File: src/rtl/xregf_arb.sv
// Round-robin arbiter sharing the xregf internal port between controller (C) and host (H).
// Define XREGF_ARB_STATS_EN to add the stat_conflicts counter and its stat_clr input.
`ifndef DATA_W
`define DATA_W 32
`endif
`ifndef REGF_ADDR_W
`define REGF_ADDR_W 4
`endif

module xregf_arb #(
    parameter int MAX_BURST = 4
) (
    input  logic                    clk,
    input  logic                    rst,
    input  logic                    c_req,
    input  logic                    c_we,
    input  logic [`REGF_ADDR_W-1:0] c_addr,
    input  logic [`DATA_W-1:0]      c_wdata,
    output logic                    c_gnt,
    output logic                    c_rvalid,
    output logic [`DATA_W-1:0]      c_rdata,
    input  logic                    h_req,
    input  logic                    h_we,
    input  logic [`REGF_ADDR_W-1:0] h_addr,
    input  logic [`DATA_W-1:0]      h_wdata,
    output logic                    h_gnt,
    output logic                    h_rvalid,
    output logic [`DATA_W-1:0]      h_rdata,
    output logic                    m_sel,
    output logic                    m_we,
    output logic [`REGF_ADDR_W-1:0] m_addr,
    output logic [`DATA_W-1:0]      m_wdata,
    input  logic [`DATA_W-1:0]      m_rdata
`ifdef XREGF_ARB_STATS_EN
    ,
    input  logic                    stat_clr,
    output logic [`DATA_W-1:0]      stat_conflicts
`endif
);

    localparam int CW = $clog2(MAX_BURST + 1);
    localparam logic [CW-1:0] MAXC = CW'(MAX_BURST);
    localparam logic [CW-1:0] ONE  = CW'(1);

    localparam logic [1:0] IDLE  = 2'd0;
    localparam logic [1:0] OWN_C = 2'd1;
    localparam logic [1:0] OWN_H = 2'd2;

    logic [1:0]         state_q, state_d;
    logic [CW-1:0]      cnt_q, cnt_d;
    logic               last_q, last_d;
    logic [1:0]         tag_q, tag_d;
    logic [`DATA_W-1:0] c_rdata_q, c_rdata_d;
    logic [`DATA_W-1:0] h_rdata_q, h_rdata_d;
    logic               win_c, win_h;

    // last_q: 1 = host owned the port last, so controller wins the next tie
    always_comb begin
        win_c = 1'b0;
        win_h = 1'b0;
        case (state_q)
            OWN_C: begin
                if (c_req && (cnt_q < MAXC || !h_req)) win_c = 1'b1;
                else if (h_req)                        win_h = 1'b1;
            end
            OWN_H: begin
                if (h_req && (cnt_q < MAXC || !c_req)) win_h = 1'b1;
                else if (c_req)                        win_c = 1'b1;
            end
            default: begin
                if (c_req && h_req) begin
                    win_c = last_q;
                    win_h = !last_q;
                end else begin
                    win_c = c_req;
                    win_h = h_req;
                end
            end
        endcase
    end

    assign c_gnt = win_c & !rst;
    assign h_gnt = win_h & !rst;
    assign m_sel = c_gnt | h_gnt;

    always_comb begin
        m_we    = 1'b0;
        m_addr  = '0;
        m_wdata = '0;
        if (c_gnt) begin
            m_we    = c_we;
            m_addr  = c_addr;
            m_wdata = c_wdata;
        end else if (h_gnt) begin
            m_we    = h_we;
            m_addr  = h_addr;
            m_wdata = h_wdata;
        end
    end

    always_comb begin
        state_d = IDLE;
        cnt_d   = cnt_q;
        last_d  = last_q;
        if (win_c) begin
            state_d = OWN_C;
            last_d  = 1'b0;
            if (state_q != OWN_C) cnt_d = ONE;
            else if (cnt_q != MAXC) cnt_d = cnt_q + 1'b1;
        end else if (win_h) begin
            state_d = OWN_H;
            last_d  = 1'b1;
            if (state_q != OWN_H) cnt_d = ONE;
            else if (cnt_q != MAXC) cnt_d = cnt_q + 1'b1;
        end
    end

    // Read data arrives one cycle after the grant; pass it through, then hold it
    always_comb begin
        tag_d     = {h_gnt & !h_we, c_gnt & !c_we};
        c_rdata_d = tag_q[0] ? m_rdata : c_rdata_q;
        h_rdata_d = tag_q[1] ? m_rdata : h_rdata_q;
    end

    assign c_rvalid = tag_q[0];
    assign h_rvalid = tag_q[1];
    assign c_rdata  = c_rdata_d;
    assign h_rdata  = h_rdata_d;

    always_ff @(posedge clk or posedge rst) begin
        if (rst) begin
            state_q   <= IDLE;
            cnt_q     <= '0;
            last_q    <= 1'b1;
            tag_q     <= '0;
            c_rdata_q <= '0;
            h_rdata_q <= '0;
        end else begin
            state_q   <= state_d;
            cnt_q     <= cnt_d;
            last_q    <= last_d;
            tag_q     <= tag_d;
            c_rdata_q <= c_rdata_d;
            h_rdata_q <= h_rdata_d;
        end
    end

`ifdef XREGF_ARB_STATS_EN
    logic [`DATA_W-1:0] stat_q, stat_d;

    always_comb begin
        stat_d = stat_q;
        if (stat_clr)
            stat_d = '0;
        else if (c_req && h_req && m_sel && stat_q != '1)
            stat_d = stat_q + 1'b1;
    end

    always_ff @(posedge clk or posedge rst) begin
        if (rst) stat_q <= '0;
        else     stat_q <= stat_d;
    end

    assign stat_conflicts = stat_q;
`endif

endmodule

File: config.mk
export PLATFORM = sky130hd
export DESIGN_NAME = xregf_arb
export DESIGN_NICKNAME = d
export VERILOG_FILES = /design/src/rtl/xregf_arb.sv
export SDC_FILE = /design/constraint.sdc
export NUM_CORES = 1
export LEC_CHECK = 0
export BUFFER_PORTS_ARGS = -buffer_cell sky130_fd_sc_hd__buf_4
export CAP_MARGIN = 20
export CORE_MARGIN = 1
export CORE_UTILIZATION = 43
export CTS_BUF_LIST = sky130_fd_sc_hd__clkbuf_8
export CTS_CLUSTER_SIZE = 30
export DETAILED_ROUTE_END_ITERATION = 8
export GPL_TIMING_DRIVEN = 0
export PLACE_DENSITY = 0.94
export SYNTH_ARGS = -nofsm -noshare
export SYNTH_HDL_FRONTEND = slang
export SYNTH_SLANG_ARGS = --single-unit
File: constraint.sdc
create_clock -name clk -period 3.7 [get_ports clk]
set_input_delay 0 -clock clk [delete_from_list [all_inputs] [get_ports clk]]
set_output_delay 0 -clock clk [all_outputs]
set_load 0.01 [all_outputs]
Word level (Yosys, flattened, before mapping)
Index checks and enable logic that the tools add are counted.

Bits of input ports: 110. Word-level logic and storage cells: 57. Register bits after elaboration: 72. Output and inout port bits: 106.

Magnitude comparators: 1. Add/subtract/negate cells: 1. Reduce and logical (&&, ||, !) cells: 12. Equality and inequality tests: 5. Bitwise logic cells: 5. Mux-type cells: 27.

Operators by type and width (number): 2-to-1 mux 32 bit (4); 2-to-1 mux 3 bit (5); 2-to-1 mux 1 bit (12); 2-to-1 mux 4 bit (2); zero test 1 bit (6); bitwise AND 1 bit (4); 2-to-1 mux 2 bit (2); case mux 1 bit (2 select lines) (2); adder 3 x 1 -> 3 bit (second input constant) (1); logical AND 1 bit (3); < comparator 3 bit (second input constant) (1); != test 3 bit (second input constant) (1); == test 2 x 1 -> 1 bit (second input constant) (1); == test 2 bit (second input constant) (1); logical OR 1 bit (2); != test 2 x 1 -> 1 bit (second input constant) (1); != test 2 bit (second input constant) (1); nonzero test 2 bit (1); OR 1 bit (1).

Logic depth before layout (Yosys ltp)
Depth in word-level cells: 8. Mapped depth: 9.

Worst setup path before layout
OpenSTA, ideal clock, no wires.

Kind: input to output. Start: input rst. End: output m_wdata[10]. Path slack: 874 ps. Data required time: 3700 ps. Stages: 6. Data arrival time: 2826 ps. Cells stage by stage: inv_1 -> and4_4 -> buf_6 -> clkbuf_1 -> buf_2 -> a22o_1.

Cells in the longest elaborated chain, start to end: 4.

RTL lines: start, declared (line 14) `input logic rst,`; zero test 1 bit (no source line) (*); bitwise AND 1 bit (line 83) `assign h_gnt = win_h & !rst;`; 2-to-1 mux 32 bit (line 94) `end else if (h_gnt) begin`; 2-to-1 mux 32 bit (*) (line 90) `if (c_gnt) begin`; end, declared (line 32) `` output logic [`DATA_W-1:0] m_wdata, ``.

Every way passes the cells marked *; elsewhere a longest branch is shown, timed or not.

Worst setup path in the final report
Start: input rst. End: output m_wdata[15].

The elaborated chain is that of the path after synthesis.

==> flow_summary.json <==
{
  "maxSlewHeadroom_pct": 42.3,
  "clk_latency_ps": 350,
  "synthCells": 239,
  "dpl_cell_area_mm2": 0.00501,
  "final-hold-violation-count": 0,
  "power.total_uw": 4190,
  "path_clk_slew_ps": 80,
  "drcViolationCount": 0,
  "post_drt_wl_per_cell_um": 18.2,
  "synth.distinct_cells": 31,
  "rows": 31,
  "core_mm2": 0.00729,
  "final_antenna_net_count": 0,
  "cts_tree": "done",
  "p_sw_share_pct": 36.8,
  "antenna_found_initial": 0,
  "cp_max_fo": 73,
  "cts_buffers": 9,
  "ios": 216,
  "synthDominantCellAreaShare_pct": 54.3,
  "leakage_uw": 0.00273,
  "period_minus_slack_ps": 2820,
  "grt_pass1_vias": 3183,
  "clock_sinks": 72,
  "synth_top_family_by_area": "multiplexers",
  "crit_buf_inv": 7,
  "slowest_delay_ps": 610,
  "die_area_mm2": 0.00796,
  "netlist_area_mm2": 0.00327,
  "synth.largest_area_cell": "dfrtp_1",
  "rsz0062_at_grt": "no",
  "critPathKind": "in2out",
  "cts_max_level": 3,
  "tightest_slew_ps": 865,
  "synth-simple-area-share_pct": 4.17,
  "power.switching_uw": 1540,
  "synth_fa_ha_area_share_pct": 1.53,
  "muxShareOfSynthArea_pct": 22.3,
  "max_freq_mhz": 355,
  "cap_violations": 0,
  "antenna_cells": 0,
  "syn_avg_cell_area_um2": 13.7,
  "gp_congestion": 0.866,
  "initial_core_util_pct": 44.9,
  "firstDrtPassIters": 4,
  "clockPowerShare_pct": 14.1,
  "cp.arrival_ps": 2820,
  "yosysWarnings": 0,
  "synthTopCellsByArea": "dfrtp_1 (54%), mux2_2 (22%), a22o_1 (10%), buf_6 (1.7%), ha_1 (1.5%)",
  "fin_tns_setup_ps": 0,
  "power_frac_comb_pct": 54.9,
  "grt_pass1_wl_mm": 15.9,
  "cp-start-kind": "primary input",
  "vias_per_cell": 5.13,
  "place_inst": 553,
  "die_h_um": 89.2,
  "vdd_drop_max_v": 0.000312,
  "drive_gt1_share_pct": 60.3,
  "grt_max_degree": 74,
  "seq_power_share_pct": 30.9,
  "nNetsFinal": 615,
  "post-place-ws_ps": 1320,
  "worst_path_most_repeated_cell": "buf_4",
  "final_area_mm2": 0.00556,
  "endpoint_kind": "primary output",
  "place_hpwl_mm": 7.63,
  "grt_usage_pct": 27.2,
  "io_buffers": 215,
  "maxSlewViolCount": 0,
  "status": "completed",
  "required_ps": 3700,
  "setup_ws_ps": 884,
  "min_path_type": "in2reg",
  "synth_seq_cells": 72,
  "root_buffer": "clkbuf_8",
  "p_int_uw": 2640,
  "synth.yosys.seq_area_share_pct": 55.1,
  "wl_mm": 11.0,
  "vias": 3101,
  "finalClockSkew_ps": 7.13,
  "die_w_um": 89.2,
  "fin_cells": 605,
  "grt_overflow": 0,
  "powerDensity_mw_per_mm2": 753,
  "synth-compound-area-share_pct": 13.0,
  "post-route-period-util_pct": 76.1,
  "cp_top_family": "buffers and inverters",
  "drt_iter0_drc": 88,
  "cts_setup_buffers": 0,
  "worstPathCellList": "dlygate4sd3_1, buf_4, inv_4, and4_4, buf_6, clkbuf_1, buf_2, a22o_1, buf_4",
  "area_growth_pct": 69.9,
  "synthXorXnorAreaFrac_pct": 0,
  "post_cts_resized": 0,
  "syn_nets": 353,
  "crit_slowest_cell": "inv_4",
  "setup_viol": 0,
  "clockBufferDepth": 2
}
timing repair:
| item | in CTS | in global routing |
|---|---|---|
| hold endpoints to repair | 137 | 0 |
| endpoints found under the setup margin | 0 | 0 |
| hold buffers | 36 | 0 |
state kept, by name (all words and copies together), names as in the netlist:
signal	cells
state_q	2
cnt_q	3
c_rdata_q	32
last_q	1
tag_q	2
h_rdata_q	32
power by group through the flow:
stage	Clock (µW)	Combinational [µW]	Sequential, µW
6_report	592	2300	1290
3_3_place_gp	0	2140	1260
4_1_cts	595	2270	1280
3_5_place_dp	0	2230	1290
2_1_floorplan	0	1170	1250
5_1_grt	638	2470	1330
stage by stage:
step           hold slack [ps]  util [%]
2_1_floorplan             47.5         -
3_3_place_gp               201      68.7
3_5_place_dp               190      68.8
4_1_cts                   2.58      76.3
5_1_grt                   11.6      76.3
6_report                  12.6      76.3
worst paths after layout:
| kind | from | end | slack (ps) | cells past startpoint |
|---|---|---|---|---|
| min in group asynchronous | rst | state_q[1] | 430 | 3 |
| max | rst | m_wdata[15] | 880 | 9 |
| max reg2reg | state_q[0] | tag_q[1] | 1480 | 7 |
| max in group asynchronous | rst | cnt_q[0] | 2710 | 3 |
| min reg2reg | h_rdata_q[25] | h_rdata_q[25] | 500 | 1 |
| min | c_req | state_q[0] | 10 | 2 |
cells in the final DEF, fill, tap and decap left out, types with 2 or more instances in the layout:
| cell type | synthesis | layout |
|---|---|---|
| a21oi_1 | 3 | 3 |
| a22o_1 | 38 | 38 |
| a31oi_1 | 2 | 2 |
| buf_1 | 6 | 6 |
| buf_4 | 0 | 215 |
| buf_6 | 5 | 5 |
| clkbuf_1 | 5 | 5 |
| clkbuf_8 | 0 | 9 |
| clkinvlp_4 | 0 | 3 |
| dfrtp_1 | 71 | 71 |
| dlygate4sd3_1 | 0 | 36 |
| ha_1 | 4 | 4 |
| inv_1 | 7 | 6 |
| inv_6 | 0 | 2 |
| inv_8 | 0 | 2 |
| mux2_2 | 64 | 64 |
| nand2_1 | 6 | 6 |
| nor2_1 | 5 | 5 |
| nor2b_1 | 3 | 3 |
| nor3_1 | 2 | 2 |
| o31a_1 | 2 | 2 |
cell type report:
cell class                 count  area [µm²]
timing repair buffer         251        1970
clock inverter                 7        62.6
tap                           99         124
inverter                       7        28.8
multi-input combinational    143        1340
sequential                    72        1800
fill                         419        1730
buffer                        17         103
clock buffer                   9         124
routing by layer:
metal  wire length [µm]  vias to the layer above  part of all wire, %  global-route usage (%)
met5                  0                        -                    0                       0
met4                201                        0                  1.8                    10.2
met3                791                       21                  7.2                    6.19
met2               5880                      167                   53                    52.4
met1               4130                     1509                   38                    28.6
li1                   -                     1404                    -                       -
synth_stat cells:
| master | count |
|---|---|
| dfrtp_1 | 71 |
| mux2_2 | 64 |
| a22o_1 | 38 |
| inv_1 | 7 |
| buf_1 | 6 |
| nand2_1 | 6 |
| buf_6 | 5 |
| clkbuf_1 | 5 |
| nor2_1 | 5 |
| ha_1 | 4 |
| a21oi_1 | 3 |
| nor2b_1 | 3 |
| a31oi_1 | 2 |
| nor3_1 | 2 |
| o31a_1 | 2 |
| a21boi_0 | 1 |
| a221oi_1 | 1 |
| a32oi_1 | 1 |
| and3_1 | 1 |
| and4_4 | 1 |
| buf_2 | 1 |
| dfstp_2 | 1 |
| mux2i_1 | 1 |
| nand3_1 | 1 |
| nand3b_1 | 1 |
| nand4bb_1 | 1 |
| nor3_4 | 1 |
| nor4b_1 | 1 |
| o21ai_0 | 1 |
| o21bai_1 | 1 |
| o22a_1 | 1 |
cell families (layout without fill, tap and decap cells):
kind of cell | after synthesis | after routing
compound gates | 51 | 51
fa+ha+maj | 4 | 4
buf+inv | 24 | 291
flops | 72 | 72
mux | 65 | 65
simple gates | 23 | 23
Power figures use the tool's default switching activity.
